[src/rtl/c3s4_layer_ctrl.sv]
// c3s4_layer_ctrl: C3/S4 conv + max-pool sequencer walking kernels, pooled outputs and 2x2 anchors.
// Optional C3S4_CALC_TIMEOUT_EN aborts the layer when the MAC result never arrives.
module c3s4_layer_ctrl #(
  parameter int NUM_KERNEL  = 16,
  parameter int POOL_OUT_N  = 25,
  parameter int ROM_LAT     = 1,
  parameter int ANCHOR_AW   = 10,
  parameter int TIMEOUT_CYC = 255
) (
  input  logic                 clk,
  input  logic                 rst,
  input  logic                 layer_en_i,
  input  logic                 calc_done_i,
  output logic                 layer_busy_o,
  output logic                 layer_done_o,
  output logic                 output_buf_en_o,
  output logic [7:0]           kernel_idx_o,
  output logic [ANCHOR_AW-1:0] anchor_addr_o,
  output logic                 row_fetch_en_o,
  output logic [2:0]           row_idx_o,
  output logic                 calc_start_o,
  output logic [1:0]           pool_slot_o,
  output logic                 pool_capture_o,
  output logic                 out_wr_en_o,
  output logic [31:0]          out_wr_addr_o,
  output logic                 error_o
);
  localparam int PW = POOL_OUT_N > 1 ? $clog2(POOL_OUT_N) : 1;
  localparam int LW = ROM_LAT > 1 ? $clog2(ROM_LAT) : 1;
  typedef enum logic [2:0] {IDLE, ANCHOR, FETCH, CALC, WAIT, POOL, WRITE, DONE} state_t;
  state_t state;
  logic [PW-1:0] p;
  logic [1:0] q;
  logic [LW-1:0] lat;
`ifdef C3S4_CALC_TIMEOUT_EN
  localparam int TW = $clog2(TIMEOUT_CYC + 1);
  logic [TW-1:0] tcnt;
`else
  assign error_o = 1'b0;
`endif
  assign output_buf_en_o = layer_busy_o;
  // Outputs are loaded on the transition into the state they belong to, so each is visible exactly while that state is current.
  always_ff @(posedge clk or posedge rst) begin
    if (rst) begin
      state          <= IDLE;
      p              <= '0;
      q              <= '0;
      lat            <= '0;
      layer_busy_o   <= 1'b0;
      layer_done_o   <= 1'b0;
      kernel_idx_o   <= '0;
      anchor_addr_o  <= '0;
      row_fetch_en_o <= 1'b0;
      row_idx_o      <= '0;
      calc_start_o   <= 1'b0;
      pool_slot_o    <= '0;
      pool_capture_o <= 1'b0;
      out_wr_en_o    <= 1'b0;
      out_wr_addr_o  <= '0;
`ifdef C3S4_CALC_TIMEOUT_EN
      tcnt           <= '0;
      error_o        <= 1'b0;
`endif
    end else begin
      row_fetch_en_o <= 1'b0;
      calc_start_o   <= 1'b0;
      pool_capture_o <= 1'b0;
      out_wr_en_o    <= 1'b0;
      layer_done_o   <= 1'b0;
`ifdef C3S4_CALC_TIMEOUT_EN
      error_o        <= 1'b0;
`endif
      case (state)
        IDLE: if (layer_en_i) begin
          state         <= ANCHOR;
          layer_busy_o  <= 1'b1;
          kernel_idx_o  <= '0;
          anchor_addr_o <= '0;
          p             <= '0;
          q             <= '0;
          lat           <= '0;
        end
        ANCHOR: if (lat == LW'(ROM_LAT - 1)) begin
          state          <= FETCH;
          row_fetch_en_o <= 1'b1;
          row_idx_o      <= '0;
        end else lat <= lat + 1'b1;
        FETCH: if (row_idx_o == 3'd4) begin
          state        <= CALC;
          calc_start_o <= 1'b1;
          row_idx_o    <= '0;
        end else begin
          row_fetch_en_o <= 1'b1;
          row_idx_o      <= row_idx_o + 3'd1;
        end
        CALC: begin
          state <= WAIT;
`ifdef C3S4_CALC_TIMEOUT_EN
          tcnt  <= '0;
`endif
        end
        WAIT: if (calc_done_i) begin
          state          <= POOL;
          pool_capture_o <= 1'b1;
          pool_slot_o    <= q;
        end
`ifdef C3S4_CALC_TIMEOUT_EN
        else if (tcnt == TW'(TIMEOUT_CYC - 1)) begin
          state         <= IDLE;
          error_o       <= 1'b1;
          layer_busy_o  <= 1'b0;
          kernel_idx_o  <= '0;
          anchor_addr_o <= '0;
          p             <= '0;
          q             <= '0;
        end else tcnt <= tcnt + 1'b1;
`endif
        POOL: begin
          lat <= '0;
          if (q == 2'd3) begin
            state         <= WRITE;
            q             <= '0;
            out_wr_en_o   <= 1'b1;
            out_wr_addr_o <= 32'(kernel_idx_o) * 32'(POOL_OUT_N) + 32'(p);
          end else begin
            state         <= ANCHOR;
            q             <= q + 2'd1;
            anchor_addr_o <= anchor_addr_o + ANCHOR_AW'(1);
          end
        end
        // Anchor p*4+3 plus one is the first anchor of p+1.
        WRITE: if (p != PW'(POOL_OUT_N - 1)) begin
          state         <= ANCHOR;
          p             <= p + 1'b1;
          anchor_addr_o <= anchor_addr_o + ANCHOR_AW'(1);
        end else if (kernel_idx_o != 8'(NUM_KERNEL - 1)) begin
          state         <= ANCHOR;
          p             <= '0;
          kernel_idx_o  <= kernel_idx_o + 8'd1;
          anchor_addr_o <= '0;
        end else begin
          state        <= DONE;
          layer_done_o <= 1'b1;
        end
        DONE: begin
          state        <= IDLE;
          layer_busy_o <= 1'b0;
        end
        default: state <= IDLE;
      endcase
    end
  end
endmodule

[config.mk]
export PLATFORM = sky130hd
export DESIGN_NAME = c3s4_layer_ctrl
export DESIGN_NICKNAME = d
export VERILOG_FILES = /design/src/rtl/c3s4_layer_ctrl.sv
export SDC_FILE = /design/constraint.sdc
export NUM_CORES = 1
export LEC_CHECK = 0
export BUFFER_PORTS_ARGS = -buffer_cell sky130_fd_sc_hd__buf_4
export CORE_UTILIZATION = 57
export CTS_BUF_LIST = sky130_fd_sc_hd__clkbuf_16
export DETAILED_ROUTE_END_ITERATION = 12
export HOLD_SLACK_MARGIN = 0.1
export PLACE_DENSITY = 0.81
export SYNTH_ARGS = -nofsm -noshare
export SYNTH_HDL_FRONTEND = slang
export SYNTH_SLANG_ARGS = --single-unit
[constraint.sdc]
create_clock -name clk -period 3.69 [get_ports clk]
set_input_delay 0.738 -clock clk [delete_from_list [all_inputs] [get_ports clk]]
set_output_delay 0.738 -clock clk [all_outputs]
set_load 0.1 [all_outputs]
==> reports/metrics.csv, run 1 <==
metric,value,unit
Slew Limit Fails,0,
sequential area share after synthesis,35.79,%
H-tree Lvls,2,
final setup margin,0.3339,ns
critical path arrival,3.53,ns
Routed met3 length,312,um
clock sinks,53,
HPWL Detailed,5273,um
slew margin rel.,51.22,%
setup TNS,0,ns
DR WL/cell,14.10,um
Yosys cell types,59,
Final period util,90.95,%
worst endpoint required time,3.86,ns
hold crit path type,flop to flop,
Core Area,6314,um2
"Hold Violations, Final",0,
CTS root buffer,clkbuf_16,
Place WS,0.3485,ns
Worst-path clk slew,0.07,ns
Worst path max stage delay,0.56,ns
Yosys Warn Count,0,
routed wire length,7260,um
fmax,298.0,MHz
WL met2,3355,um
vias in the first global route,2559,
share of cells above drive strength 1,16.67,%
Flop pwr share,37.5,%
clock share of power,23.3,%
Worst R2R Path Depth,11,
Max clock buf depth,2,
worst-path fanout max,5,
CTS buffer count,5,
Initial Util,58.70,%
Combinational Power Share,39.2,%
Slew @ Worst Pin,0.7306,ns
Final ANT Viol Nets,0,
CP endpoint kind,flop,
unrepaired setup endpoints after global routing,no,
largest net degree at the start of global routing,36,
Peak VDD IR,614.2,uV
1st-iter DRT viols,181,
FF-to-FF End,out_wr_addr_o[11],
reg2reg setup slack,0.33,ns
number of top-level pins,67,
crit-path cells,ha_1 > inv_1 > fa_1 > fa_1 > inv_1 > ha_1 > a21o_1 > nand2_1 > nand3_1 > and3_1 > or3_1,
synthesized area,3706,um2
startpoint types,flop,
DRC Markers,0,
max-cap violations,0,
Post-Route Utilization,66.29,%
Power Density,482.4,nW/um2
Post CTS Setup Buffer Count,0,
Min-Delay Startpoint,out_wr_addr_o[9],
Worst Hold Path EP,out_wr_addr_o[9],
Area Growth Syn to Fin,12.93,%
routability cong.,0.8870,
FILL cells,525,
drt first pass iters,4,
CTS Hold Bufs,0,
nets,493,
Final Skew,0.006825,ns
Die Area,6829,um2
GRT Total Usage,22.47,%
switching part of the total,46.08,%
Yosys reg bits,53,
cells after synthesis,393,
minimum clock period,3.356,ns
Post-synth EDFFs,0,
clock latency on the worst-skew pair,0.29,ns
chip width,82.64,um
I/O Buffers,47,
WHS Path Cells,2,
ys flop type,dfrtp_1,
NetSw,0.9302,mW
reg2reg start,kernel_idx_o[2],
Leak,2.265,nW
Pint,1.089,mW
Via-to-Cell Ratio,5.602,
GR Overflow Total,0,
initial antenna violation count,0,
row count,29,
CTS tree,yes,
Crit Path Class,flop to flop,
post-cts gate resize count,0,
# diodes,0,
final setup vio count,0,
Via Count,2885,
"commonest cells after routing, fill and taps aside","dfrtp_1 (50), buf_4 (50), ha_1 (46)",
Crit-path slowest cell,fa_1,
Avg Inst Size Synth,9.430,um2
ys async rst share,100.0,%
met1 wire length,3479,um
outcome,"finished, final reports clean",
first-pass GRT wire length,11720,um
Highest Signal Layer,met4,
Die Y-Extent,82.64,um
==> area by class of cell <==
type                            count  area, um2  area share (%)
Clock buffer                        5      125.1           2.990
Sequential cell                    53       1330           31.78
Timing Repair Buffer               50      375.4           8.969
Tap cell                           77      96.34           2.302
Inverter                           30      112.6           2.691
Clock inverter                      3      17.52          0.4185
Multi-Input combinational cell    297       2128           50.85
==> routing by layer <==
metal | track usage (%) | vias to the layer above
met5 | 0 | -
met4 | 6.724 | 0
met3 | 3.516 | 7
met2 | 35.62 | 82
met1 | 31.58 | 1375
li1 | - | 1421
==> stage by stage <==
step                      hold WS, ns  power [mW]  instances  cell area, um2
after floorplan                0.5031       1.433        411            3777
after global placement         0.4583       1.537        507            4043
after detailed placement       0.4696       1.553        507            4043
after CTS                      0.4872       2.023        515            4185
after global routing           0.5169       2.123        515            4185
final                          0.4846       2.019        515            4185
==> registers in the layout (all words and copies together) (netlist names), 2 cells and up <==
name	count
p	5
q	2
kernel_idx_o	8
pool_slot_o	2
row_idx_o	3
state	3
out_wr_addr_o	14
anchor_addr_o	10
==> power by group through the flow <==
stage | Clock (mW) | Combinational (mW) | Sequential [mW]
2_1_floorplan | 0 | 0.463 | 0.971
3_3_place_gp | 0 | 0.774 | 0.764
3_5_place_dp | 0 | 0.786 | 0.767
4_1_cts | 0.477 | 0.790 | 0.755
5_1_grt | 0.498 | 0.851 | 0.775
6_report | 0.470 | 0.791 | 0.758
==> cell usage after synthesis (2+ instances only) <==
master / number / area, um2
buf_2: 3 / 15.01
and3_1: 7 / 43.79
a21o_1: 5 / 37.54
ha_1: 46 / 575.6
clkbuf_1: 6 / 22.52
nand4b_1: 2 / 17.52
o211ai_1: 7 / 52.55
xnor2_1: 6 / 52.55
o2111ai_1: 3 / 26.28
a21oi_1: 21 / 105.1
o21ai_0: 22 / 110.1
nor2b_1: 3 / 18.77
mux2_2: 3 / 33.78
nor3_1: 4 / 20.02
a211o_1: 2 / 17.52
nor4b_1: 2 / 17.52
o21bai_1: 2 / 15.01
nand3b_1: 4 / 30.03
and4_1: 3 / 26.28
dfrtp_1: 53 / 1326
nand4_1: 4 / 25.02
buf_4: 21 / 157.7
fa_1: 6 / 120.1
xor2_1: 14 / 122.6
inv_1: 30 / 112.6
nand3_1: 13 / 65.06
nor3b_1: 3 / 22.52
nor2_1: 30 / 112.6
nand2b_1: 2 / 12.51
nand2_1: 37 / 138.9
==> critical path, delay by kind of cell (launching register included) <==
family                     cells  cell delay, ns
DFF                            1            0.45
AOI/OAI and AO/OA              1            0.18
and+or+nand+nor                4            0.82
adders and majority gates      4            1.69
buffers and inverters          2            0.09
==> kinds of logic (layout without fill, tap and decap cells) <==
| family | count (synthesis) | after routing | synth area share [%] |
|---|---|---|---|
| flip-flops | 53 | 53 | 35.79 |
| multiplexers | 4 | 4 | 1.182 |
| buffers and inverters | 61 | 88 | 8.609 |
| XOR/XNOR | 20 | 20 | 4.727 |
| AND/OR/NAND/NOR | 125 | 125 | 17.35 |
| adder cells (fa/ha/maj) | 52 | 52 | 18.77 |
| AO/OA/AOI/OAI | 77 | 77 | 13.47 |
| other | 1 | 19 | 0.1012 |
==> worst max path at each step <==
| stage | end | start | cells past startpoint |
|---|---|---|---|
| CTS | out_wr_addr_o[11] | kernel_idx_o[2] | 11 |
| floorplan | out_wr_addr_o[11] | kernel_idx_o[5] | 10 |
| global placement | out_wr_addr_o[11] | kernel_idx_o[2] | 11 |
| finish | out_wr_addr_o[11] | kernel_idx_o[2] | 11 |
| global route | out_wr_addr_o[11] | kernel_idx_o[1] | 11 |
| detailed placement | out_wr_addr_o[11] | kernel_idx_o[2] | 11 |
Note: power is estimated with default switching activity, not from simulation.
==> inputs of run 2 (changes only) <==
Settings changed: ABC_CLOCK_PERIOD_IN_PS set to 3690, CORE_MARGIN set to 2.
==> run 2 against run 1 <==
Final area is 0.36% lower. Via count up 0.24%. Clock power rose by 0.9%. Global-route usage shrank 1.4 points. Sequential cell count did not move. Sequential share of layout area up 0.11 points. Critical path depth did not move. Clock-buffer cell count unchanged. Register-to-register slack improved by 0.03 ns. Combinational power down 2%. Die area grew 4.9%. First-iteration DRC count decreased by 30%. Critical endpoint unchanged.
==> reports/metrics.csv, run 2 (synthesis results as in run 1) <==
metric,value,unit
outcome,"finished, final reports clean",
routed wire length,7431,um
Top Registers,"out_wr_addr_o x14, anchor_addr_o x10, kernel_idx_o x8",
CP endpoint kind,flop,
H-tree Lvls,2,
CTS Hold Bufs,0,
HPWL Detailed,5244,um
Area Growth Syn to Fin,12.53,%
Min-Delay Startpoint,out_wr_addr_o[2],
"commonest cells after routing, fill and taps aside","dfrtp_1 (50), buf_4 (48), ha_1 (46)",
clock latency on the worst-skew pair,0.30,ns
Placed Area,4028,um2
initial antenna violation count,0,
post-route cell area,4170,um2
largest net degree at the start of global routing,54,
hold crit path type,flop to flop,
clock sinks,53,
GRT Total Usage,21.10,%
chip width,84.64,um
Power Density,481.8,nW/um2
max-cap violations,0,
Place WS,0.3597,ns
GR Overflow Total,0,
nets,491,
CP startpoint,kernel_idx_o[2],
CTS tree,yes,
1st-iter DRT viols,127,
DRC Markers,0,
I/O Buffers,47,
share of cells above drive strength 1,16.28,%
Initial Util,58.70,%
vias in the first global route,2648,
Largest register FFs,14,
row count,29,
reg2reg start,kernel_idx_o[2],
# diodes,0,
Final ANT Viol Nets,0,
Die Y-Extent,84.64,um
Reg with most FFs,out_wr_addr_o,
Slew @ Worst Pin,1.090,ns
Die Area,7163,um2
Pint,1.082,mW
Via-to-Cell Ratio,5.637,
"most common cell after layout, fill and taps aside",dfrtp_1,
Crit Path Class,flop to flop,
minimum clock period,3.326,ns
DR WL/cell,14.49,um
CTS root buffer,clkbuf_16,
Worst-path clk slew,0.08,ns
first-pass GRT wire length,12330,um
worst endpoint required time,3.87,ns
Slew Limit Fails,0,
Final Skew,0.009666,ns
critical path arrival,3.51,ns
Final period util,90.14,%
setup TNS,0,ns
Flop pwr share,37.7,%
switching part of the total,46.13,%
drt first pass iters,5,
worst-path fanout max,5,
Max clock buf depth,2,
startpoint types,flop,
NetSw,0.9269,mW
clock share of power,23.6,%
Post CTS Setup Buffer Count,0,
"Hold Violations, Final",0,
Core Area,6314,um2
fmax,300.6,MHz
number of top-level pins,67,
Combinational Power Share,38.7,%
unrepaired setup endpoints after global routing,no,
final setup margin,0.3637,ns
slew margin rel.,27.24,%
post-cts gate resize count,0,
final setup vio count,0,
routability cong.,0.9040,
Worst R2R Path Depth,11,
Via Count,2892,
Leak,2.255,nW
Peak VDD IR,502.6,uV
WHS Path Cells,2,
CTS buffer count,5,
[run 2: changes by cell type in the layout (fill, tap and decap cells not counted)]
cell   delta
buf_4     -2
[run 2: stage by stage]
| step | utilization (%) | instances | power [mW] | hold slack [ns] |
|---|---|---|---|---|
| 6_report | 66.05 | 513 | 2.009 | 0.4774 |
| 5_1_grt | 66.05 | 513 | 2.119 | 0.5123 |
| 4_1_cts | 66.05 | 513 | 2.011 | 0.4839 |
| 3_5_place_dp | 63.79 | 505 | 1.541 | 0.4660 |
| 3_3_place_gp | 63.79 | 505 | 1.532 | 0.4584 |
| 2_1_floorplan | - | 411 | 1.433 | 0.5031 |
[run 2: path summary, 6_finish.rpt]
| path | end | slack (ns) |
|---|---|---|
| max | out_wr_addr_o[11] | 0.36 |
| min | out_wr_addr_o[2] | 0.48 |
| max reg2reg | out_wr_addr_o[11] | 0.36 |
| min reg2reg | out_wr_addr_o[2] | 0.48 |
| max in group asynchronous | kernel_idx_o[1] | 2.22 |
| min in group asynchronous | out_wr_addr_o[1] | 0.72 |
[run 2: power by group through the flow]
stage	clock network [mW]	registers [mW]	logic, mW
2_1_floorplan	0	0.971	0.463
3_3_place_gp	0	0.764	0.768
3_5_place_dp	0	0.765	0.776
4_1_cts	0.477	0.755	0.779
5_1_grt	0.504	0.774	0.840
6_report	0.474	0.757	0.778
[run 2: worst max-delay path: stages, from the launching register on]
cell,delay [ns]
dfrtp_2,0.45
ha_1,0.29
inv_1,0.05
fa_1,0.48
fa_1,0.55
inv_1,0.05
ha_1,0.35
a21o_1,0.18
nand2_1,0.08
nand3_1,0.17
and3_1,0.22
or3_1,0.36
[run 2: routing by layer]
layer	track usage, %	vias to the layer above	wire length, um
met5	0	-	0
li1	-	1413	-
met2	33.86	77	3539
met1	30.36	1397	3517
met4	5.628	0	68
met3	2.753	5	305
[run 2: cell type report]
cell class                      instances  area, um2
Fill cell                             523       2143
Tap cell                               77      96.34
Sequential cell                        53       1330
Clock inverter                          3      17.52
Inverter                               30      112.6
Clock buffer                            5      125.1
Timing Repair Buffer                   48      360.3
Multi-Input combinational cell        297       2128
